`src/rtl/uart_poll_pkg.sv`:
```
// uart_poll_pkg
// Shared definitions for the polled UART: TX/RX state encodings, bit
// positions inside the status register, the baud counter type and the
// divider computation used by both the transmitter and the receiver.
package uart_poll_pkg;

    typedef enum logic [1:0] {
        TX_IDLE  = 2'd0,
        TX_START = 2'd1,
        TX_DATA  = 2'd2,
        TX_STOP  = 2'd3
    } tx_state_e;

    typedef enum logic [2:0] {
        RX_IDLE      = 3'd0,
        RX_START     = 3'd1,
        RX_DATA      = 3'd2,
        RX_STOP      = 3'd3,
        RX_WAIT_HIGH = 3'd4
    } rx_state_e;

    // Bit positions inside the status/control read value (bit 5 reads 0).
    localparam logic [2:0] ST_RX_READY  = 3'd0;
    localparam logic [2:0] ST_THR_EMPTY = 3'd1;
    localparam logic [2:0] ST_RX_OVR    = 3'd2;
    localparam logic [2:0] ST_FERR      = 3'd3;
    localparam logic [2:0] ST_TX_BUSY   = 3'd4;
    localparam logic [2:0] ST_TX_OVR    = 3'd6;
    localparam logic [2:0] ST_IE        = 3'd7;

    localparam int unsigned CNT_W = 16;
    typedef logic [CNT_W-1:0] baud_cnt_t;

    // Clocks per bit period, truncated.
    function automatic int unsigned calc_div(input int unsigned clk_hz,
                                             input int unsigned baud);
        return clk_hz / baud;
    endfunction

endpackage

```
`src/rtl/uart_poll_if.sv`:
```
// uart_poll_if
// CPU-side register bus of the polled UART.
//   cpu_en : one-clock strobe per CPU clock, qualifies bus sampling
//   cs     : decoded I/O select
//   a0     : register select (0 = data, 1 = status/control)
//   n_rd   : read, active-low
//   n_wr   : write, active-low
//   din    : write data
//   dout   : read data (combinational from a0)
interface uart_poll_if;
    logic       cpu_en;
    logic       cs;
    logic       a0;
    logic       n_rd;
    logic       n_wr;
    logic [7:0] din;
    logic [7:0] dout;

    modport master (output cpu_en, cs, a0, n_rd, n_wr, din, input dout);
    modport slave  (input cpu_en, cs, a0, n_rd, n_wr, din, output dout);
endinterface

```
`src/rtl/uart_rx_core.sv`:
```
// uart_rx_core
// Receive path: two-flop synchroniser on rxd, start-bit glitch rejection,
// LSB-first shift register and stop-bit check.
//   CLK50MHz  : system clock
//   nRESET    : synchronous active-low reset
//   rxd       : asynchronous serial input, idle high
//   rx_done_s : one-clock strobe, stop bit sampled high (rx_byte_r valid)
//   rx_ferr_s : one-clock strobe, stop bit sampled low
//   rx_byte_r : received byte
module uart_rx_core
    import uart_poll_pkg::*;
#(
    parameter int unsigned DIV = 434
)(
    input  logic       CLK50MHz,
    input  logic       nRESET,
    input  logic       rxd,
    output logic       rx_done_s,
    output logic       rx_ferr_s,
    output logic [7:0] rx_byte_r
);

    localparam baud_cnt_t DIV_LAST = baud_cnt_t'(DIV - 32'd1);
    localparam baud_cnt_t DIV_HALF = baud_cnt_t'(DIV / 32'd2);

    logic      rxd_meta_r;
    logic      rxd_sync_r;
    rx_state_e rx_state_r;
    baud_cnt_t rx_cnt_r;
    logic [2:0] rx_bit_r;
    logic      rx_tick_s;

    assign rx_tick_s = (rx_cnt_r == DIV_LAST);

    // Two-flop synchroniser; resets to the idle line level.
    always_ff @(posedge CLK50MHz) begin
        if (!nRESET) begin
            rxd_meta_r <= 1'b1;
            rxd_sync_r <= 1'b1;
        end else begin
            rxd_meta_r <= rxd;
            rxd_sync_r <= rxd_meta_r;
        end
    end

    // Receive state machine, bit timer and shift register.
    always_ff @(posedge CLK50MHz) begin
        if (!nRESET) begin
            rx_state_r <= RX_IDLE;
            rx_cnt_r   <= '0;
            rx_bit_r   <= 3'd0;
            rx_byte_r  <= 8'h00;
        end else begin
            case (rx_state_r)
                RX_IDLE: begin
                    rx_cnt_r <= '0;
                    rx_bit_r <= 3'd0;
                    if (!rxd_sync_r) begin
                        rx_state_r <= RX_START;
                    end
                end
                RX_START: begin
                    // Re-check the line mid start bit; a short low pulse is ignored.
                    if (rx_cnt_r == DIV_HALF) begin
                        rx_cnt_r <= '0;
                        if (rxd_sync_r) begin
                            rx_state_r <= RX_IDLE;
                        end else begin
                            rx_state_r <= RX_DATA;
                        end
                    end else begin
                        rx_cnt_r <= rx_cnt_r + 16'd1;
                    end
                end
                RX_DATA: begin
                    if (rx_tick_s) begin
                        rx_cnt_r  <= '0;
                        rx_byte_r <= {rxd_sync_r, rx_byte_r[7:1]};
                        if (rx_bit_r == 3'd7) begin
                            rx_state_r <= RX_STOP;
                        end else begin
                            rx_bit_r <= rx_bit_r + 3'd1;
                        end
                    end else begin
                        rx_cnt_r <= rx_cnt_r + 16'd1;
                    end
                end
                RX_STOP: begin
                    if (rx_tick_s) begin
                        rx_cnt_r <= '0;
                        if (rxd_sync_r) begin
                            rx_state_r <= RX_IDLE;
                        end else begin
                            rx_state_r <= RX_WAIT_HIGH;
                        end
                    end else begin
                        rx_cnt_r <= rx_cnt_r + 16'd1;
                    end
                end
                RX_WAIT_HIGH: begin
                    // Hold off until the line returns to idle after a bad stop bit.
                    rx_cnt_r <= '0;
                    if (rxd_sync_r) begin
                        rx_state_r <= RX_IDLE;
                    end
                end
                default: begin
                    rx_state_r <= RX_IDLE;
                    rx_cnt_r   <= '0;
                end
            endcase
        end
    end

    // Completion strobes, valid on the edge where the stop bit is sampled.
    always_comb begin
        rx_done_s = 1'b0;
        rx_ferr_s = 1'b0;
        if ((rx_state_r == RX_STOP) && rx_tick_s) begin
            rx_done_s = rxd_sync_r;
            rx_ferr_s = ~rxd_sync_r;
        end else begin
            rx_done_s = 1'b0;
            rx_ferr_s = 1'b0;
        end
    end

endmodule

```
`src/rtl/uart_poll.sv`:
```
// uart_poll
// Polled 8N1 UART with a one-byte transmit holding register, one-byte
// receive buffer and a level interrupt on received data.
//   CLK50MHz : system clock
//   nRESET   : synchronous active-low reset
//   bus      : CPU register bus (uart_poll_if.slave)
//   rxd      : serial input, asynchronous, idle high
//   txd      : serial output, idle high (registered)
//   rx_irq   : rx_ready & ie, registered
module uart_poll
    import uart_poll_pkg::*;
#(
    parameter int unsigned CLK_HZ = 50000000,
    parameter int unsigned BAUD   = 115200
)(
    input  logic       CLK50MHz,
    input  logic       nRESET,
    uart_poll_if.slave bus,
    input  logic       rxd,
    output logic       txd,
    output logic       rx_irq
);

    localparam int unsigned DIV      = calc_div(CLK_HZ, BAUD);
    localparam baud_cnt_t   DIV_LAST = baud_cnt_t'(DIV - 32'd1);

    // Bus access tracking
    logic wr_done_r, rd_seen_r, rd_a0_r;
    logic wr_act_s, wr_fire_s, rd_act_s, rd_end_s;
    logic data_wr_s, ctrl_wr_s, data_rd_end_s, stat_rd_end_s;

    // Registers
    logic [7:0] thr_r, rbr_r;
    logic       thr_full_r, tx_ovr_r, ie_r;
    logic       rx_ready_r, rx_ovr_r, ferr_r, rx_irq_r;
    logic [7:0] status_s;

    // Transmitter
    tx_state_e  tx_state_r;
    baud_cnt_t  tx_cnt_r;
    logic [2:0] tx_bit_r;
    logic [7:0] tx_shift_r;
    logic       txd_r;
    logic       tx_tick_s, tx_load_s, tx_busy_s;

    // Receiver
    logic       rx_done_s, rx_ferr_s;
    logic [7:0] rx_byte_s;

    uart_rx_core #(.DIV(DIV)) u_rx (
        .CLK50MHz (CLK50MHz),
        .nRESET   (nRESET),
        .rxd      (rxd),
        .rx_done_s(rx_done_s),
        .rx_ferr_s(rx_ferr_s),
        .rx_byte_r(rx_byte_s)
    );

    assign wr_act_s      = bus.cs & ~bus.n_wr;
    assign wr_fire_s     = wr_act_s & bus.cpu_en & ~wr_done_r;
    assign rd_act_s      = bus.cs & ~bus.n_rd;
    // A read completes on the first edge the strobe is gone after a sampled cpu_en.
    assign rd_end_s      = rd_seen_r & ~rd_act_s;
    assign data_wr_s     = wr_fire_s & ~bus.a0;
    assign ctrl_wr_s     = wr_fire_s & bus.a0;
    assign data_rd_end_s = rd_end_s & ~rd_a0_r;
    assign stat_rd_end_s = rd_end_s & rd_a0_r;

    assign tx_tick_s = (tx_cnt_r == DIV_LAST);
    assign tx_busy_s = (tx_state_r != TX_IDLE);
    // THR moves into the shifter from IDLE, or straight out of STOP for gapless frames.
    assign tx_load_s = thr_full_r &
                       ((tx_state_r == TX_IDLE) || ((tx_state_r == TX_STOP) && tx_tick_s));

    assign txd    = txd_r;
    assign rx_irq = rx_irq_r;

    // Access tracking: one write per access, read side effects deferred to access end.
    always_ff @(posedge CLK50MHz) begin
        if (!nRESET) begin
            wr_done_r <= 1'b0;
            rd_seen_r <= 1'b0;
            rd_a0_r   <= 1'b0;
        end else begin
            if (!wr_act_s) begin
                wr_done_r <= 1'b0;
            end else if (bus.cpu_en) begin
                wr_done_r <= 1'b1;
            end
            if (!rd_act_s) begin
                rd_seen_r <= 1'b0;
            end else if (bus.cpu_en) begin
                rd_seen_r <= 1'b1;
                rd_a0_r   <= bus.a0;
            end
        end
    end

    // Transmit holding register, control register and TX overrun flag.
    always_ff @(posedge CLK50MHz) begin
        if (!nRESET) begin
            thr_r      <= 8'h00;
            thr_full_r <= 1'b0;
            tx_ovr_r   <= 1'b0;
            ie_r       <= 1'b0;
        end else begin
            if (tx_load_s) begin
                thr_full_r <= 1'b0;
            end else if (data_wr_s) begin
                thr_full_r <= 1'b1;
            end
            if (data_wr_s && !thr_full_r) begin
                thr_r <= bus.din;
            end
            if (ctrl_wr_s) begin
                ie_r     <= bus.din[0];
                tx_ovr_r <= 1'b0;
            end else if (data_wr_s && thr_full_r) begin
                tx_ovr_r <= 1'b1;
            end
        end
    end

    // Receive buffer, receive status flags and interrupt output.
    always_ff @(posedge CLK50MHz) begin
        if (!nRESET) begin
            rbr_r      <= 8'h00;
            rx_ready_r <= 1'b0;
            rx_ovr_r   <= 1'b0;
            ferr_r     <= 1'b0;
            rx_irq_r   <= 1'b0;
        end else begin
            if (rx_done_s) begin
                rbr_r <= rx_byte_s;
            end
            // A new byte beats a data read ending on the same edge.
            if (rx_done_s) begin
                rx_ready_r <= 1'b1;
            end else if (data_rd_end_s) begin
                rx_ready_r <= 1'b0;
            end
            // Overrun only if the old byte is still unread after this edge.
            if (rx_done_s && rx_ready_r && !data_rd_end_s) begin
                rx_ovr_r <= 1'b1;
            end else if (stat_rd_end_s) begin
                rx_ovr_r <= 1'b0;
            end
            if (rx_ferr_s) begin
                ferr_r <= 1'b1;
            end else if (stat_rd_end_s) begin
                ferr_r <= 1'b0;
            end
            rx_irq_r <= rx_ready_r & ie_r;
        end
    end

    // Transmit state machine; txd is registered alongside the state.
    always_ff @(posedge CLK50MHz) begin
        if (!nRESET) begin
            tx_state_r <= TX_IDLE;
            tx_cnt_r   <= '0;
            tx_bit_r   <= 3'd0;
            tx_shift_r <= 8'h00;
            txd_r      <= 1'b1;
        end else begin
            case (tx_state_r)
                TX_IDLE: begin
                    tx_cnt_r <= '0;
                    tx_bit_r <= 3'd0;
                    if (thr_full_r) begin
                        tx_shift_r <= thr_r;
                        tx_state_r <= TX_START;
                        txd_r      <= 1'b0;
                    end else begin
                        txd_r <= 1'b1;
                    end
                end
                TX_START: begin
                    if (tx_tick_s) begin
                        tx_cnt_r   <= '0;
                        tx_bit_r   <= 3'd0;
                        tx_state_r <= TX_DATA;
                        txd_r      <= tx_shift_r[0];
                    end else begin
                        tx_cnt_r <= tx_cnt_r + 16'd1;
                    end
                end
                TX_DATA: begin
                    if (tx_tick_s) begin
                        tx_cnt_r <= '0;
                        if (tx_bit_r == 3'd7) begin
                            tx_state_r <= TX_STOP;
                            txd_r      <= 1'b1;
                        end else begin
                            tx_bit_r   <= tx_bit_r + 3'd1;
                            tx_shift_r <= {1'b0, tx_shift_r[7:1]};
                            txd_r      <= tx_shift_r[1];
                        end
                    end else begin
                        tx_cnt_r <= tx_cnt_r + 16'd1;
                    end
                end
                TX_STOP: begin
                    if (tx_tick_s) begin
                        tx_cnt_r <= '0;
                        if (thr_full_r) begin
                            tx_shift_r <= thr_r;
                            tx_state_r <= TX_START;
                            txd_r      <= 1'b0;
                        end else begin
                            tx_state_r <= TX_IDLE;
                            txd_r      <= 1'b1;
                        end
                    end else begin
                        tx_cnt_r <= tx_cnt_r + 16'd1;
                    end
                end
                default: begin
                    tx_state_r <= TX_IDLE;
                    tx_cnt_r   <= '0;
                    txd_r      <= 1'b1;
                end
            endcase
        end
    end

    // Status assembly and read data mux.
    always_comb begin
        status_s               = 8'h00;
        status_s[ST_RX_READY]  = rx_ready_r;
        status_s[ST_THR_EMPTY] = ~thr_full_r;
        status_s[ST_RX_OVR]    = rx_ovr_r;
        status_s[ST_FERR]      = ferr_r;
        status_s[ST_TX_BUSY]   = tx_busy_s;
        status_s[ST_TX_OVR]    = tx_ovr_r;
        status_s[ST_IE]        = ie_r;
        bus.dout = 8'h00;
        if (bus.a0) begin
            bus.dout = status_s;
        end else begin
            bus.dout = rbr_r;
        end
    end

endmodule

```
`src/flat_wrapper.sv`:
```
// flat-port wrapper written by rule: the top's interface ports become plain ports
module uart_poll_flat import uart_poll_pkg::*;
#(
    parameter int unsigned CLK_HZ = 50000000,
    parameter int unsigned BAUD   = 115200
)
  (CLK50MHz, nRESET, rxd, txd, rx_irq, bus_cpu_en, bus_cs, bus_a0, bus_n_rd, bus_n_wr, bus_din, bus_dout);
  uart_poll_if bus_i ();
  input  logic CLK50MHz;
  input  logic nRESET;
  input  logic rxd;
  output logic txd;
  output logic rx_irq;
  input wire logic [$bits(bus_i.cpu_en)-1:0] bus_cpu_en;
  input wire logic [$bits(bus_i.cs)-1:0] bus_cs;
  input wire logic [$bits(bus_i.a0)-1:0] bus_a0;
  input wire logic [$bits(bus_i.n_rd)-1:0] bus_n_rd;
  input wire logic [$bits(bus_i.n_wr)-1:0] bus_n_wr;
  input wire logic [$bits(bus_i.din)-1:0] bus_din;
  output wire logic [$bits(bus_i.dout)-1:0] bus_dout;
  assign bus_i.cpu_en = bus_cpu_en;
  assign bus_i.cs = bus_cs;
  assign bus_i.a0 = bus_a0;
  assign bus_i.n_rd = bus_n_rd;
  assign bus_i.n_wr = bus_n_wr;
  assign bus_i.din = bus_din;
  assign bus_dout = bus_i.dout;
  uart_poll #(.CLK_HZ(CLK_HZ), .BAUD(BAUD)) u_core (.CLK50MHz(CLK50MHz), .nRESET(nRESET), .bus(bus_i), .rxd(rxd), .txd(txd), .rx_irq(rx_irq));
endmodule
```
`config.mk`:
```
export PLATFORM = sky130hd
export DESIGN_NAME = uart_poll_flat
export DESIGN_NICKNAME = d
export VERILOG_FILES = /design/src/rtl/uart_poll_pkg.sv /design/src/rtl/uart_poll_if.sv /design/src/rtl/uart_rx_core.sv /design/src/rtl/uart_poll.sv /design/src/flat_wrapper.sv
export SDC_FILE = /design/constraint.sdc
export NUM_CORES = 1
export LEC_CHECK = 0
export CORE_UTILIZATION = 30
export DETAILED_ROUTE_END_ITERATION = 10
export SLEW_MARGIN = 25
export SYNTH_ARGS = -nofsm -noshare
export SYNTH_HDL_FRONTEND = slang
export SYNTH_SLANG_ARGS = --single-unit
```
`constraint.sdc`:
```
create_clock -name CLK50MHz -period 3.6 [get_ports CLK50MHz]
set_input_delay 0.72 -clock CLK50MHz [delete_from_list [all_inputs] [get_ports CLK50MHz]]
set_output_delay 0.72 -clock CLK50MHz [all_outputs]
set_load 0.005 [all_outputs]
```
==> results.toml, run 1 <==
[setup_path]
required_ns = 2.88
startpoint_type = "input port"
worstReg2RegStart = "u_core.tx_state_r[0]"
cpMaxStageDelayCell = "clkdlybuf4s50_1"
path_class = "input port to output pin"
endpoint_kind = "output pin"
rr_endpoint = "u_core.tx_shift_r[7]"
arrival_ns = 2.36
crit_path_frequent_cell = "clkdlybuf4s50_1"
crit_fanout = 14
r2r_cells = 7
worstPathCellList = "clkdlybuf4s50_1 > mux2_2 > clkdlybuf4s50_1"
rrSetupSlack_ns = 1.35
critPathMaxStageDelay_ns = 0.79

[detailed_routing]
vias_per_cell = 4.77
wl_per_cell_um = 12.1
drt_first_pass_iters = 4
drtIter0Drc = 176
vias = 3033
post-route-drc-count = 0
wirelength_mm = 7.66
drtAntennaViolNets = 0

[synthesis]
syn-cell-area_um2 = 4010
synth.most_common_cell = "dfxtp_1"
postSynthAreaPerCell_um2 = 9.22
synth_edf_count = 0
syn-instance-count = 435
synthTopCellsByArea = "dfxtp_1 44%, mux2i_1 9.0%, nor2_1 6.5%"
async_flop_share_pct = 0
synth_seq_cells = 88
ys.warnings.count = 0
synth_largest_area_cell = "dfxtp_1"
synth_nets = 464
synth_common_cells = "88 x dfxtp_1, 69 x nor2_1, 36 x mux2i_1"
synth.top_cell.area_share_pct = 43.9
ys_seq_area_share_pct = 43.9
ys_types = 53
synthFlopType = "dfxtp_1"

[floorplanning]
die_area_um2 = 13800
start_util_pct = 31.3
die_h_um = 118
rows = 41
die_width_um = 118
pin_count = 26
core_area_um2 = 12800

[sta]
tightest_slew_ns = 0.620
hold_violations = 0
tns_ns = 0
post-route-period-util_pct = 85.5
setup_viol = 0
clock.fmax_mhz = 325
clock_skew_ns = 0.00771
drv_slew = 0
min_period_ns = 3.08
rsz0062_at_grt = "false"
slew_headroom_pct = 58.1

[place]
post_dp_cell_area_um2 = 4430
place_congestion = 0.762
placed_cells = 620
port_buffers = 25
hpwl_mm = 5.38

[grt]
grt_usage_pct = 11.9
grt_max_degree = 43
grt_overflow = 0
grt_pass1_wl_mm = 13.5
antenna_found_initial = 0
grt_pass1_vias = 2970

[clocking]
cts_setup_buffers = 0
cts_tree = "done"
clkLatencyLatePin_ns = 0.34
cts_buffers = 9
clk_path_buf_depth = 2
ctsResizeCount = 0
clk_pin_slew_ns = 0.06
postCtsHoldBufs = 0
htreeDepth = 3
cts.sinks = 88
root_buffer = "clkbuf_16"

[cells_and_area]
finalInstanceArea_um2 = 4730
drive_gt1_share_pct = 6.03
fin_nets = 488
utilization_pct = 36.9
area_growth_pct = 18.0
fin_cells = 636
insertedDiodeCount = 0
n_fill_cell = 1320

[power_and_ir_drop]
power_mw = 2.14
powerDensity_nw_per_um2 = 451
p_leak_nw = 1.73
max-vdd-ir-drop_mv = 0.244

[hold_path]
holdPathStages = 1
hold_start = "u_core.u_rx.rxd_meta_r"
holdCritPathClass = "flip-flop to flip-flop"
hold_end = "u_core.u_rx.rxd_sync_r"

[job]
drv_cap = 0

[outcome]
status = "complete, no violations"
state kept, by name, indices dropped and copies added (netlist names), 2 cells and up:
name,count
u_core.tx_bit_r,3
u_core.u_rx.rx_state_r,3
u_core.tx_cnt_r,16
u_core.tx_shift_r,8
u_core.u_rx.rx_byte_r,8
u_core.u_rx.rx_cnt_r,16
u_core.rbr_r,8
u_core.thr_r,8
u_core.u_rx.rx_bit_r,3
u_core.tx_state_r,2
worst max-delay path by stage:
stage,from,endpoint,slack (ns),depth (start not counted)
floorplan,bus_a0,bus_dout[3],1.53,2
global placement,bus_a0,bus_dout[3],0.50,3
detailed placement,bus_a0,bus_dout[7],0.49,3
CTS,bus_a0,bus_dout[3],0.49,3
global route,bus_a0,bus_dout[3],0.42,3
finish,bus_a0,bus_dout[7],0.52,3
power by group:
part           leakage, nW  switching (mW)  total [mW]  internal [mW]
Combinational        0.866           0.103       0.184         0.0803
Sequential           0.710          0.0187        1.01          0.993
Clock                0.150           0.366       0.940          0.574
Total                 1.73           0.488        2.14           1.65
through the flow:
step	setup WS [ns]	hold WS, ns
2_1_floorplan	1.53	0.386
3_3_place_gp	0.505	0.416
3_5_place_dp	0.495	0.417
4_1_cts	0.489	0.427
5_1_grt	0.417	0.458
6_report	0.522	0.416
routing by layer:
layer | track usage [%] | routed length, um
met2 | 19.6 | 3630
met5 | 0 | 0
met4 | 3.77 | 100
met1 | 14.7 | 3710
met3 | 3.54 | 222
area by class of cell:
cell class | count | area, um2 | area share [%]
multi-input cells | 323 | 2150 | 45.5
repair buffers | 27 | 265 | 5.60
inverters | 10 | 37.5 | 0.793
flip-flops and latches | 88 | 1760 | 37.2
well taps | 172 | 215 | 4.55
clock inverters | 3 | 40.0 | 0.846
clock buffers | 13 | 260 | 5.50
critical path, delay by kind of cell:
family | cells | cell delay, ns
buffers and inverters | 2 | 1.23
multiplexers | 1 | 0.40
logic make-up (layout without fill, tap and decap cells):
kind of cell    count (synthesis)  count (layout)  share of synthesized area, %
compound gates                 49              49                          7.64
flops                          88              88                          43.9
xor+xnor                       26              26                          5.68
fa+ha+maj                      13              13                          4.05
mux                            41              41                          10.4
buf+inv                        24              53                          2.40
simple gates                  194             194                          25.9
placed cells by master (no fill, tap or decap), types with 3 or more instances in the layout:
cell type         n
dfxtp_1          88
nor2_1           69
mux2i_1          36
nand2_1          34
clkdlybuf4s50_1  25
xor2_1           21
nand3_1          18
a21oi_1          14
ha_1             13
nor3_1           11
o21ai_0          10
inv_1             9
nand4_1           9
a211oi_1          9
clkbuf_16         9
nor2b_1           6
nand2b_1          6
o22ai_1           6
mux2_2            5
and3_1            5
xnor2_1           5
and4_1            4
o21a_1            3
nor4_1            3
or3_1             3
and2_1            3
(Power assumes the default switching activity.)
==> run 2: changes to the inputs <==
--- a/config.mk
+++ b/config.mk
@@ -10,4 +10,5 @@
 export SLEW_MARGIN = 25
 export SYNTH_ARGS = -nofsm -noshare
 export SYNTH_HDL_FRONTEND = slang
+export SYNTH_HIERARCHICAL = 1
 export SYNTH_SLANG_ARGS = --single-unit
==> results.toml, run 2 <==
[detailed_routing]
drtAntennaViolNets = 0
vias_per_cell = 4.90
wl_per_cell_um = 12.9
drt_first_pass_iters = 4
wirelength_mm = 8.46
post-route-drc-count = 0
vias = 3221
drtIter0Drc = 160

[setup_path]
startpoint_type = "input port"
crit_fanout = 13
required_ns = 2.88
arrival_ns = 2.38
path_class = "input port to output pin"
endpoint_kind = "output pin"

[synthesis]
synth_seq_cells = 88
synthTopCellsByArea = "dfxtp_1 43%, mux2i_1 8.5%, nor2_1 7.5%"
synth.most_common_cell = "dfxtp_1"
synth.top_cell.area_share_pct = 43.0
ys.warnings.count = 6
synth_nets = 485
async_flop_share_pct = 0
ys_seq_area_share_pct = 43.0
yosys.area_share.simple_pct = 24.0
synth_common_cells = "88 x dfxtp_1, 82 x nor2_1, 35 x mux2i_1"
synth_edf_count = 0
syn-instance-count = 456
muxShareOfSynthArea_pct = 10.2
synthFlopType = "dfxtp_1"
synth_top_family_by_area = "simple AND/OR/NAND/NOR gates"
ys_types = 48
synth_xor_area_share_pct = 5.98
syn-cell-area_um2 = 4100
synth_largest_area_cell = "dfxtp_1"
postSynthAreaPerCell_um2 = 8.99
synth_fa_ha_area_share_pct = 3.97
synth-compound-area-share_pct = 9.49

[clocking]
clk_path_buf_depth = 2
cts.sinks = 88
root_buffer = "clkbuf_16"
clkLatencyLatePin_ns = 0.34
cts_tree = "done"
cts_setup_buffers = 0
ctsResizeCount = 0
clk_pin_slew_ns = 0.06
htreeDepth = 3
cts_buffers = 9
postCtsHoldBufs = 0

[cells_and_area]
area_growth_pct = 18.3
finalInstanceArea_um2 = 4850
fin_nets = 506
mostFrequentLayoutCell = "dfxtp_1"
fin_cells = 658
drive_gt1_share_pct = 8.30
utilization_pct = 36.5
insertedDiodeCount = 0
largestRegisters = "u_core/tx_cnt_r: 16 flops, u_core/u_rx/rx_cnt_r: 16 flops"
layout_common_cells = "88 x dfxtp_1, 82 x nor2_1, 35 x mux2i_1"

[sta]
slew_headroom_pct = 52.0
clock_skew_ns = 0.00545
rsz0062_at_grt = "false"
tightest_slew_ns = 0.719
setup_viol = 0
post-route-period-util_pct = 86.1
min_period_ns = 3.10
drv_slew = 0
clock.fmax_mhz = 323
tns_ns = 0
hold_violations = 0

[floorplanning]
core_area_um2 = 13300
die_area_um2 = 14100
start_util_pct = 30.8
rows = 42
die_width_um = 119
pin_count = 26
die_h_um = 119

[place]
hpwl_mm = 5.97
place_congestion = 0.795
post_dp_cell_area_um2 = 4530
port_buffers = 25
placed_cells = 642

[hold_path]
holdCritPathClass = "flip-flop to flip-flop"

[power_and_ir_drop]
p_leak_nw = 1.70
powerDensity_nw_per_um2 = 496
max-vdd-ir-drop_mv = 0.261
power_mw = 2.40

[grt]
grt_pass1_vias = 3013
grt_pass1_wl_mm = 14.4
grt_usage_pct = 12.7
grt_overflow = 0
antenna_found_initial = 0
grt_max_degree = 33

[job]
drv_cap = 0

[outcome]
status = "complete, no violations"
-- run 2: area by class of cell --
type / count / area, um2
Inverter: 14 / 52.6
Sequential cell: 88 / 1760
Timing Repair Buffer: 31 / 295
Multi-Input combinational cell: 333 / 2200
Clock buffer: 9 / 225
Tap cell: 176 / 220
Clock inverter: 7 / 95.1
Fill cell: 1336 / 8450
-- run 2: logic make-up after synthesis --
logic type,Yosys count
AO/OA/AOI/OAI,54
flip-flops,88
adder cells (fa/ha/maj),13
AND/OR/NAND/NOR,197
XOR/XNOR,28
multiplexers,41
buffers and inverters,35
-- run 2: layer usage --
metal | GRT usage (%) | up-vias | wire length, um | share of wire (%)
met1 | 15.7 | 1535 | 4110 | 49
li1 | - | 1648 | - | -
met3 | 3.69 | 8 | 234 | 2.8
met5 | 0 | - | 0 | 0
met4 | 3.88 | 0 | 89 | 1.1
met2 | 21.2 | 30 | 4030 | 48
-- run 2: critical path, cell delays in order --
cell and delay [ns]:
clkdlybuf4s50_1 0.79, mux2_2 0.41, clkdlybuf4s50_1 0.46
-- run 2: worst paths after layout --
check / to / depth (start not counted) / from / slack, ns
worst max-delay path: bus_dout[3] / 3 / bus_a0 / 0.50
worst min-delay path: u_core/u_rx/rxd_sync_r / 1 / u_core/u_rx/rxd_meta_r / 0.42
worst max register to register: u_core/u_rx/rx_byte_r[5] / 6 / u_core/u_rx/rx_cnt_r[0] / 1.34
worst min register to register: u_core/u_rx/rxd_sync_r / 1 / u_core/u_rx/rxd_meta_r / 0.42
-- run 2: per-stage QoR --
| step | setup slack (ns) | hold slack (ns) |
|---|---|---|
| global placement | 0.498 | 0.400 |
| global route | 0.427 | 0.454 |
| CTS | 0.478 | 0.424 |
| finish | 0.500 | 0.419 |
| detailed placement | 0.484 | 0.398 |
| floorplan | 1.46 | 0.386 |
-- run 2: power by group --
group,switching (mW),internal [mW],total [mW]
sequential,0.0378,1.01,1.05
clock,0.383,0.609,0.992
combinational,0.207,0.155,0.363
total,0.628,1.77,2.40
